==> src/rtl/mips_bus_pkg.sv <==
// rtl/mips_bus_pkg.sv - shared types and widths for the MIPS bus arbiter
package mips_bus_pkg;

    localparam int BUS_ADDR_W = 32;
    localparam int BUS_DATA_W = 32;

    typedef enum logic [1:0] {
        OWN_NONE = 2'd0,
        OWN_I    = 2'd1,
        OWN_D    = 2'd2
    } owner_t;

    typedef enum logic [1:0] {
        IDLE  = 2'd0,
        GNT_I = 2'd1,
        GNT_D = 2'd2
    } arb_state_t;

    function automatic owner_t state_owner(input arb_state_t s);
        case (s)
            GNT_I:   return OWN_I;
            GNT_D:   return OWN_D;
            default: return OWN_NONE;
        endcase
    endfunction

endpackage

==> src/rtl/mips_bus_watchdog.sv <==
// rtl/mips_bus_watchdog.sv - saturating stall counter that flags an abort on the MAX_WAIT-th stall
module mips_bus_watchdog #(
    parameter int MAX_WAIT = 255
) (
    input  logic clk,
    input  logic reset,
    input  logic clear,
    input  logic enable,
    output logic expire
);

    localparam int CNT_W = (MAX_WAIT > 0) ? $clog2(MAX_WAIT + 1) : 1;

    generate
        if (MAX_WAIT == 0) begin : g_off
            assign expire = 1'b0;
        end else begin : g_on
            localparam logic [CNT_W-1:0] LIMIT = CNT_W'(MAX_WAIT);
            logic [CNT_W-1:0] cnt;

            always_ff @(posedge clk or negedge reset) begin
                if (!reset) begin
                    cnt <= '0;
                end else if (clear) begin
                    cnt <= '0;
                end else if (enable && cnt != LIMIT) begin
                    cnt <= cnt + CNT_W'(1);
                end
            end

            // Fires in the stalled cycle that would bring the count to MAX_WAIT.
            assign expire = enable && (cnt == LIMIT - CNT_W'(1));
        end
    endgenerate

endmodule

==> src/rtl/mips_bus_arbiter.sv <==
// rtl/mips_bus_arbiter.sv - round-robin arbiter sharing one Avalon-style bus between fetch and load/store
module mips_bus_arbiter
    import mips_bus_pkg::*;
#(
    parameter int ADDR_W   = BUS_ADDR_W,
    parameter int DATA_W   = BUS_DATA_W,
    parameter int MAX_WAIT = 255
) (
    input  logic                clk,
    input  logic                reset,
    input  logic [ADDR_W-1:0]   i_address,
    input  logic                i_read,
    output logic                i_waitrequest,
    output logic [DATA_W-1:0]   i_readdata,
    input  logic [ADDR_W-1:0]   d_address,
    input  logic                d_read,
    input  logic                d_write,
    input  logic [DATA_W-1:0]   d_writedata,
    input  logic [DATA_W/8-1:0] d_byteenable,
    output logic                d_waitrequest,
    output logic [DATA_W-1:0]   d_readdata,
    output logic [ADDR_W-1:0]   m_address,
    output logic                m_read,
    output logic                m_write,
    output logic [DATA_W-1:0]   m_writedata,
    output logic [DATA_W/8-1:0] m_byteenable,
    input  logic                m_waitrequest,
    input  logic [DATA_W-1:0]   m_readdata,
    output logic [1:0]          owner,
    output logic                timeout_err
);

    arb_state_t state;
    owner_t     last;
    logic       rq_i, rq_d, own_rq, stall, done, expire;

    assign rq_i = i_read;
    assign rq_d = d_read | d_write;

    always_comb begin
        own_rq = 1'b0;
        case (state)
            GNT_I:   own_rq = rq_i;
            GNT_D:   own_rq = rq_d;
            default: own_rq = 1'b0;
        endcase
    end

    assign stall = own_rq & m_waitrequest;
    assign done  = own_rq & ~m_waitrequest;

    mips_bus_watchdog #(.MAX_WAIT(MAX_WAIT)) u_watchdog (
        .clk    (clk),
        .reset  (reset),
        .clear  (state == IDLE || done),
        .enable (stall),
        .expire (expire)
    );

    // The completing master's request is stale in its completion cycle, so only the other side may follow directly.
    always_ff @(posedge clk or negedge reset) begin
        if (!reset) begin
            state <= IDLE;
            last  <= OWN_D;
        end else begin
            case (state)
                IDLE: begin
                    if (rq_i && (!rq_d || last == OWN_D)) state <= GNT_I;
                    else if (rq_d)                        state <= GNT_D;
                end
                GNT_I: begin
                    if (!rq_i) begin
                        state <= IDLE;
                    end else if (done) begin
                        last  <= OWN_I;
                        state <= rq_d ? GNT_D : IDLE;
                    end else if (expire) begin
                        last  <= OWN_I;
                        state <= IDLE;
                    end
                end
                GNT_D: begin
                    if (!rq_d) begin
                        state <= IDLE;
                    end else if (done) begin
                        last  <= OWN_D;
                        state <= rq_i ? GNT_I : IDLE;
                    end else if (expire) begin
                        last  <= OWN_D;
                        state <= IDLE;
                    end
                end
                default: state <= IDLE;
            endcase
        end
    end

    always_comb begin
        m_address     = '0;
        m_read        = 1'b0;
        m_write       = 1'b0;
        m_writedata   = '0;
        m_byteenable  = '0;
        i_waitrequest = 1'b1;
        i_readdata    = '0;
        d_waitrequest = 1'b1;
        d_readdata    = '0;
        case (state)
            GNT_I: begin
                m_address     = i_address;
                m_read        = ~expire;
                m_byteenable  = '1;
                i_waitrequest = m_waitrequest & ~expire;
                i_readdata    = expire ? '0 : m_readdata;
            end
            GNT_D: begin
                m_address     = d_address;
                m_write       = d_write & ~expire;
                m_read        = d_read & ~d_write & ~expire;
                m_writedata   = d_writedata;
                m_byteenable  = d_byteenable;
                d_waitrequest = m_waitrequest & ~expire;
                d_readdata    = expire ? '0 : m_readdata;
            end
            default: ;
        endcase
    end

    assign timeout_err = expire;
    assign owner       = state_owner(state);

endmodule

==> config.mk <==
export PLATFORM = sky130hd
export DESIGN_NAME = mips_bus_arbiter
export DESIGN_NICKNAME = d
export VERILOG_FILES = /design/src/rtl/mips_bus_pkg.sv /design/src/rtl/mips_bus_watchdog.sv /design/src/rtl/mips_bus_arbiter.sv
export SDC_FILE = /design/constraint.sdc
export NUM_CORES = 1
export LEC_CHECK = 0
export CORE_AREA = 2 2 107 109
export CTS_CLUSTER_DIAMETER = 60
export DETAILED_ROUTE_END_ITERATION = 16
export DIE_AREA = 0 0 109 111
export HOLD_SLACK_MARGIN = 0.03
export MAX_ROUTING_LAYER = met4
export PLACE_DENSITY = 0.61
export SETUP_SLACK_MARGIN = 0.5
export SLEW_MARGIN = 20
export SYNTH_ARGS = -nofsm -noshare
export SYNTH_HDL_FRONTEND = slang
export SYNTH_SLANG_ARGS = --single-unit
==> constraint.sdc <==
create_clock -name clk -period 3.5 [get_ports clk]
set_input_delay 0.875 -clock clk [delete_from_list [all_inputs] [get_ports clk]]
set_output_delay 0.875 -clock clk [all_outputs]
set_load 0.02 [all_outputs]
==> metrics.md, run 1 <==
| Metric | Value |
|---|---|
| Outcome | `completed` |
| Critical Path Source Type | `input port` |
| Most frequent cells in the layout | `clkdlybuf4s50_1 (152), buf_6 (67), and2_4 (58), and2_1 (41), nor2b_1 (38)` |
| Ant diodes | `0` |
| Crit path DAT | `~2200 ps` |
| Crit path launch | `d_read` |
| Post-Synthesis Cell Area | `roughly 2100 µm²` |
| Critical path endpoint | `d_readdata[8]` |
| Leading area contributor after synthesis | `and2_1` |
| Pleak | `roughly 2.8 nW` |
| Final WL | `approximately 13 mm` |
| Die ar. | `12100 µm²` |
| Starting DRT DRC Count | `about 150` |
| Port-buffer cells | `around 280` |
| Number of CTS-inserted buffers | `3` |
| Share of cells above drive strength 1 | `between 30% and 40%` |
| RR Endpoint | `u_watchdog.g_on.cnt[7]` |
| Final core occ | `between 50% and 60%` |
| Share of the synthesized area in the top cell type | `29.41%` |
| Worst r2r src | `state[0]` |
| Total grt overflow | `0` |
| Worst setup EP type | `output pin` |
| R2r setup slk | `approximately 1400 ps` |
| #FFs+latches synth | `12` |
| Path depth of the worst reg2reg path | `8` |
| XOR/XNOR Fraction of Synth Area | `0%` |
| Largest cells by area after synthesis | `and2_1 (29%), dfrtp_1 (13%), a22oi_1 (12%), nor2b_1 (11%), ha_1 (4.8%)` |
| Layout Skew | `between 1.5 and 2 ps` |
| DP Wirelength | `a little under 10 mm` |
| # Max-Cap Violations | `0` |
| Maximum vdd drop | `about 0.35 mV` |
| First drt pass iteration count | `4` |
| Number of global-route vias before repair | `roughly 3300` |
| Worst-path clk slew | `roughly 40 ps` |
| Crit path max fanout | `8` |
| Hold Vio Cnt, Final | `0` |
| I/O Pins | `roughly 280` |
| # clock sinks | `12` |
| Core area | `roughly 11000 µm²` |
| Async set-reset flop share out of synthesis | `100.0%` |
| Worst-skew pair later-pin latency | `around 240 ps` |
| RSZ-0062 raised after global routing | `yes` |
| FMAX | `326.3 MHz` |
| HP Class | `flop to flop` |
| Hold_ws | `~540 ps` |
| Compound-Gate Fraction of Synth Area | `between 20% and 30%` |
| Total track usage | `between 20% and 30%` |
| Final TNS setup | `0 ps` |
| Clk buf depth | `2` |
| Largest family of logic cells by synthesized area | `simple AND/OR/NAND/NOR gates` |
| Met1 usage | `20.49%` |
| Initial antenna violation count | `0` |
| Area delta synth->final | `176.1%` |
| First-pass GRT wire length | `between 15 and 20 mm` |
| DR vias | `approximately 3300` |
| Wirelength per Cell | `18.04 µm` |
| Max-slew violations | `0` |
| Routed vias/inst | `approximately 4.6` |
| DRT antenna net count | `0` |
| Synth Area in Adders | `4.802%` |
| Worst Path Class, Setup | `input port to output pin` |
| Met2 GRT Util | `approximately two fifths` |
| Final #Nets | `roughly 730` |
| GR peak layer | `met2` |
| Final setup vio count | `0` |
| Crit path time final | `3065 ps` |
| CP Data Required Time | `2620 ps` |
| Pin slew with the least headroom to its limit | `roughly 550 ps` |
| Simple-Gate Fraction of Synth Area | `approximately half` |
| CTS tree | `yes` |
| CTS root buf | `clkbuf_16` |
| Commonest non-fill, non-tap cell in the layout | `clkdlybuf4s50_1` |
| Die height | `~110 µm` |
| Largest net degree at the start of global routing | `36` |
| Initial Util | `about a fifth` |
| PwrDens | `721.5 nW/µm²` |
| Die span in x | `109 µm` |
| Post-synthesis mux area share | `0%` |
| Top_reg_cell synth | `dfrtp_1` |
| Post-synthesis cell count | `293` |
| Mean Syn Cell Area | `~7.1 µm²` |
| Number of synthesized flops with an enable pin | `0` |
| H-tree depth | `1` |
| FP Rows | `39` |
| Synth warn | `0` |
| Seq/Total Area, Yosys | `between 10% and 20%` |
| Detailed-route DRC error count | `0` |
| Syn Nets | `roughly 440` |
| Slew margin rel. | `a little over three fifths` |
| GPL Wtd Cong | `around 0.87` |
| Met3 track demand over resource | `between 4 and 5%` |
| Final critical-path share of the clock period | `between 80 and 90%` |
| Yosys cell types | `37` |
-- worst min path at each step --
stage | end | cells past startpoint | startpoint | slack, ps
2_1_floorplan | last[0] | 1 | last[0] | 490
3_3_place_gp | last[0] | 1 | last[0] | 500
3_5_place_dp | last[1] | 2 | last[1] | 540
4_1_cts | last[0] | 1 | last[0] | 550
5_1_grt | last[0] | 1 | last[0] | 570
6_report | last[0] | 1 | last[0] | 540
-- repair_timing --
action	in CTS	in global routing
buffers inserted	9	3
hold buffers	0	0
pin swaps	51	13
setup endpoints to repair	132	98
gates cloned	8	0
gates resized for setup	517	31
-- state kept, by name, indices dropped and copies added (netlist names) --
name	count
last	2
u_watchdog.g_on.cnt	8
state	2
-- final cells by class --
type,instances,area [µm²]
Fill cell,1009,5321
Timing Repair Buffer,308,3263
Multi-Input combinational cell,250,1899
Sequential cell,12,302.8
Tap cell,143,178.9
Clock buffer,4,88.84
Inverter,6,22.52
-- power by group --
part           leakage, nW  switching, mW  internal (mW)
combinational         2.59           1.80           1.92
sequential           0.159         0.0282          0.172
clock               0.0442         0.0608          0.172
total                 2.79           1.89           2.26
-- metal layers --
layer | part of all wire, % | vias to the layer above
met5 | 0 | -
met4 | 2.7 | 0
met3 | 9.5 | 17
met2 | 53 | 171
met1 | 35 | 1551
li1 | - | 1582
-- per-stage QoR --
step | worst slack [ps] | cell area [µm²] | power, mW | instances
after floorplan | 573.4 | 2085 | 1.839 | 293
after detailed placement | -354.0 | 5064 | 3.324 | 699
after global routing | 385.6 | 5756 | 4.377 | 723
final | 435.0 | 5756 | 4.153 | 723
after CTS | 389.5 | 5638 | 4.116 | 720
after global placement | -427.7 | 5064 | 3.311 | 699
-- worst max-delay path: stages --
cell and delay (ps):
buf_6 100, o21a_4 210, o211a_4 250, a21boi_4 190
buf_6 180, buf_16 130, and2_4 140, buf_6 120
-- synth_stat cells, types with 3 or more instances --
cell      count
and2_1       98
nor2b_1      38
a22oi_1      33
clkbuf_1     22
a21oi_1      13
dfrtp_1      11
o21ai_0       9
ha_1          8
nand2_1       8
inv_1         6
or4_1         5
o31ai_1       4
nand3_1       3
nor2_1        3
nor3_1        3
or3_1         3
-- kinds of logic (layout without fill, tap and decap cells) --
logic type                 after synthesis  in the layout
AOI/OAI and AO/OA                       70             70
adders and majority gates                8              8
buffers and inverters                   31            318
DFF                                     12             12
and+or+nand+nor                        172            172
Power figures use the tool's default switching activity.
==> run 2: changes to the inputs <==
CORE_AREA = 5 5 104 106   (was 2 2 107 109)
PLACE_DENSITY = 0.68   (was 0.61)
==> run 2 against run 1 <==
Against the previous run: sequential share of layout area about the same; sequential cell count unchanged; sequential power decreased by 2%; combinational power increased by 2%; final cell count decreased by 0.55%; critical path depth increased by 2; wire length increased by 7.0%; critical endpoint is now d_readdata[5]; largest power group unchanged; highest routed layer unchanged.
==> metrics.md, run 2 (same netlist as run 1, synthesis figures left out) <==
| Metric | Value |
|---|---|
| Total grt overflow | `0 (unchanged)` |
| Number of global-route vias before repair | `3350 (+0.060%)` |
| Final setup vio count | `0 (unchanged)` |
| Die span in x | `109 µm (unchanged)` |
| Final core occ | `59.37% (+7.4 points)` |
| Critical Path Source Type | `input port` |
| Most frequent cells in the layout | `clkdlybuf4s50_1 (165), buf_6 (80), and2_4 (65), nor2b_1 (38), dlygate4sd2_1 (37)` |
| Port-buffer cells | `276 (unchanged)` |
| Crit path max fanout | `6 (-2)` |
| Pleak | `2.572 nW (-7.8%)` |
| Top reg by flops | `u_watchdog.g_on.cnt` |
| First-pass GRT wire length | `19.59 mm (+6.3%)` |
| Hold_sp | `last[0]` |
| Hold_ws | `540.3 ps (-2.468 ps)` |
| Setup ws final | `355.6 ps (-79.43 ps)` |
| # clock sinks | `12 (unchanged)` |
| Max-slew violations | `0 (unchanged)` |
| HP Class | `flop to flop` |
| Maximum vdd drop | `0.4328 mV (+24%)` |
| Worst Path Class, Setup | `input port to output pin` |
| WP buf/inv | `6 (+2)` |
| Initial Util | `21.52% (+2.7 points)` |
| Clk buf depth | `2 (unchanged)` |
| I/O Pins | `277 (unchanged)` |
| CTS tree | `yes` |
| H-tree depth | `1 (unchanged)` |
| Hold Path Stages | `1 (unchanged)` |
| Detailed-route DRC error count | `0 (unchanged)` |
| PwrDens | `715.5 nW/µm² (-0.83%)` |
| FP Rows | `36 (-7.7%)` |
| Starting DRT DRC Count | `171 (+16%)` |
| Delay of the slowest cell on the worst path | `250 ps (about the same)` |
| Layout Skew | `7.431 ps (+5.520 ps)` |
| Worst-path clk slew | `50 ps (about the same)` |
| Most used cell, CP | `buf_6` |
| Largest regs | `u_watchdog.g_on.cnt: 8 flops, last: 2 flops, state: 2 flops` |
| Hold endpoint | `last[0]` |
| FMAX | `318.0 MHz (-2.5%)` |
| Path depth of the worst reg2reg path | `7 (-1)` |
| Die height | `111 µm (unchanged)` |
| Largest net degree at the start of global routing | `73 (+100%)` |
| CTS root buf | `clkbuf_8` |
| DRT antenna net count | `0 (unchanged)` |
| Crit-path leading delay family | `buffers and inverters` |
| CP Data Required Time | `2620 ps (about the same)` |
| Hold Vio Cnt, Final | `0 (unchanged)` |
| Final critical-path share of the clock period | `89.84% (+2.3 points)` |
| Crit path time final | `3144 ps (+79.44 ps)` |
| Share of cells above drive strength 1 | `32.25% (+1.2 points)` |
| Initial antenna violation count | `0 (unchanged)` |
| Routed vias/inst | `4.597 (about the same)` |
| Slew margin rel. | `63.25% (+0.24 points)` |
| Crit path DAT | `2270 ps (+80 ps)` |
| Core area | `9684 µm² (-13%)` |
| Final WL | `13.95 mm (+7.0%)` |
| Pin slew with the least headroom to its limit | `549.6 ps (+0.5380 ps)` |
| DR vias | `3305 (-0.48%)` |
| GPL Wtd Cong | `0.8244 (-5.7%)` |
| Wirelength per Cell | `19.40 µm (+7.6%)` |
| Outcome | `completed` |
| RSZ-0062 raised after global routing | `yes` |
| Max reg flops | `8 (unchanged)` |
| Ant diodes | `0 (unchanged)` |
| Area delta synth->final | `175.8%` |
| Hold-fix buffers, CTS | `0 (unchanged)` |
| Final #Nets | `733 (+0.83%)` |
| Number of CTS-inserted buffers | `3 (unchanged)` |
| R2r setup slk | `1370 ps (-40 ps)` |
| Worst path slowest cell | `o211a_4` |
| RR Endpoint | `state[0]` |
| Worst r2r src | `state[0]` |
| Commonest non-fill, non-tap cell in the layout | `clkdlybuf4s50_1` |
| Worst-skew pair later-pin latency | `240 ps (about the same)` |
| Total track usage | `21.37% (+0.97 points)` |
| Worst setup EP type | `output pin` |
| Tot Pwr | `4.114 mW (-0.94%)` |
| First drt pass iteration count | `4 (unchanged)` |
| Pre-CTS WS | `-347.9 ps (+6.144 ps)` |
| Die ar. | `12100 µm² (unchanged)` |
| DP Wirelength | `10.56 mm (+9.2%)` |
| # Max-Cap Violations | `0 (unchanged)` |
| Cell Chain, Critical Path | `buf_6 > o21a_4 > o211a_4 > a21boi_4 > buf_6 > buf_6 > buf_6 > buf_12 > and2_4 > buf_6` |
[run 2: changes by cell type in the layout (fill, tap and decap cells not counted), sizes merged]
cell / before / now
dlymetal6s2s: 18 / 2
clkdlybuf4s50: 152 / 165
clkdlybuf4s15: 1 / 2
dlygate4sd2: 35 / 37
buf: 101 / 108
bufbuf: 1 / 0
[run 2: where the power goes]
group / switching (mW) / internal, mW
Clock: 0.0489 / 0.0800
Sequential: 0.0261 / 0.170
Combinational: 1.81 / 1.98
[run 2: layout make-up]
type | count | area (µm²)
clock buffers | 4 | 45.04
fillers | 855 | 3935
well taps | 133 | 166.4
repair buffers | 314 | 3319
inverters | 6 | 22.52
flip-flops and latches | 12 | 301.5
multi-input cells | 250 | 1894
[run 2: routing by layer]
| metal | up-vias | routed length, µm | GRT usage (%) |
|---|---|---|---|
| met5 | - | 0 | - |
| met3 | 14 | 1240 | 4.426 |
| li1 | 1597 | - | - |
| met4 | 0 | 189 | 3.199 |
| met1 | 1514 | 5136 | 22.32 |
| met2 | 180 | 7382 | 41.03 |
[run 2: what timing repair did]
action / CTS / global route
pin swaps: 33 / 28
buffers inserted: 14 / 2
gates resized for setup: 459 / 84
gates cloned: 6 / 1
setup endpoints to repair: 105 / 84
[run 2: worst max-delay path by stage]
stage / endpoint / startpoint / slack [ps] / cells after the start
final: d_readdata[5] / d_read / 360 / 10
after global routing: d_readdata[5] / d_read / 330 / 10
after detailed placement: i_readdata[7] / d_read / -350 / 7
after floorplan: d_readdata[10] / d_read / 570 / 5
after global placement: i_readdata[7] / d_read / -330 / 7
after CTS: d_readdata[22] / u_watchdog.g_on.cnt[0] / 330 / 11
[run 2: per-stage QoR]
step                      setup TNS, ps  instance area, µm²  std cells
after CTS                             0                5470        716
after floorplan                       0                2085        293
final                                 0                5749        719
after global placement           -19240                5069        692
after detailed placement         -19900                5069        692
after global routing                  0                5749        719
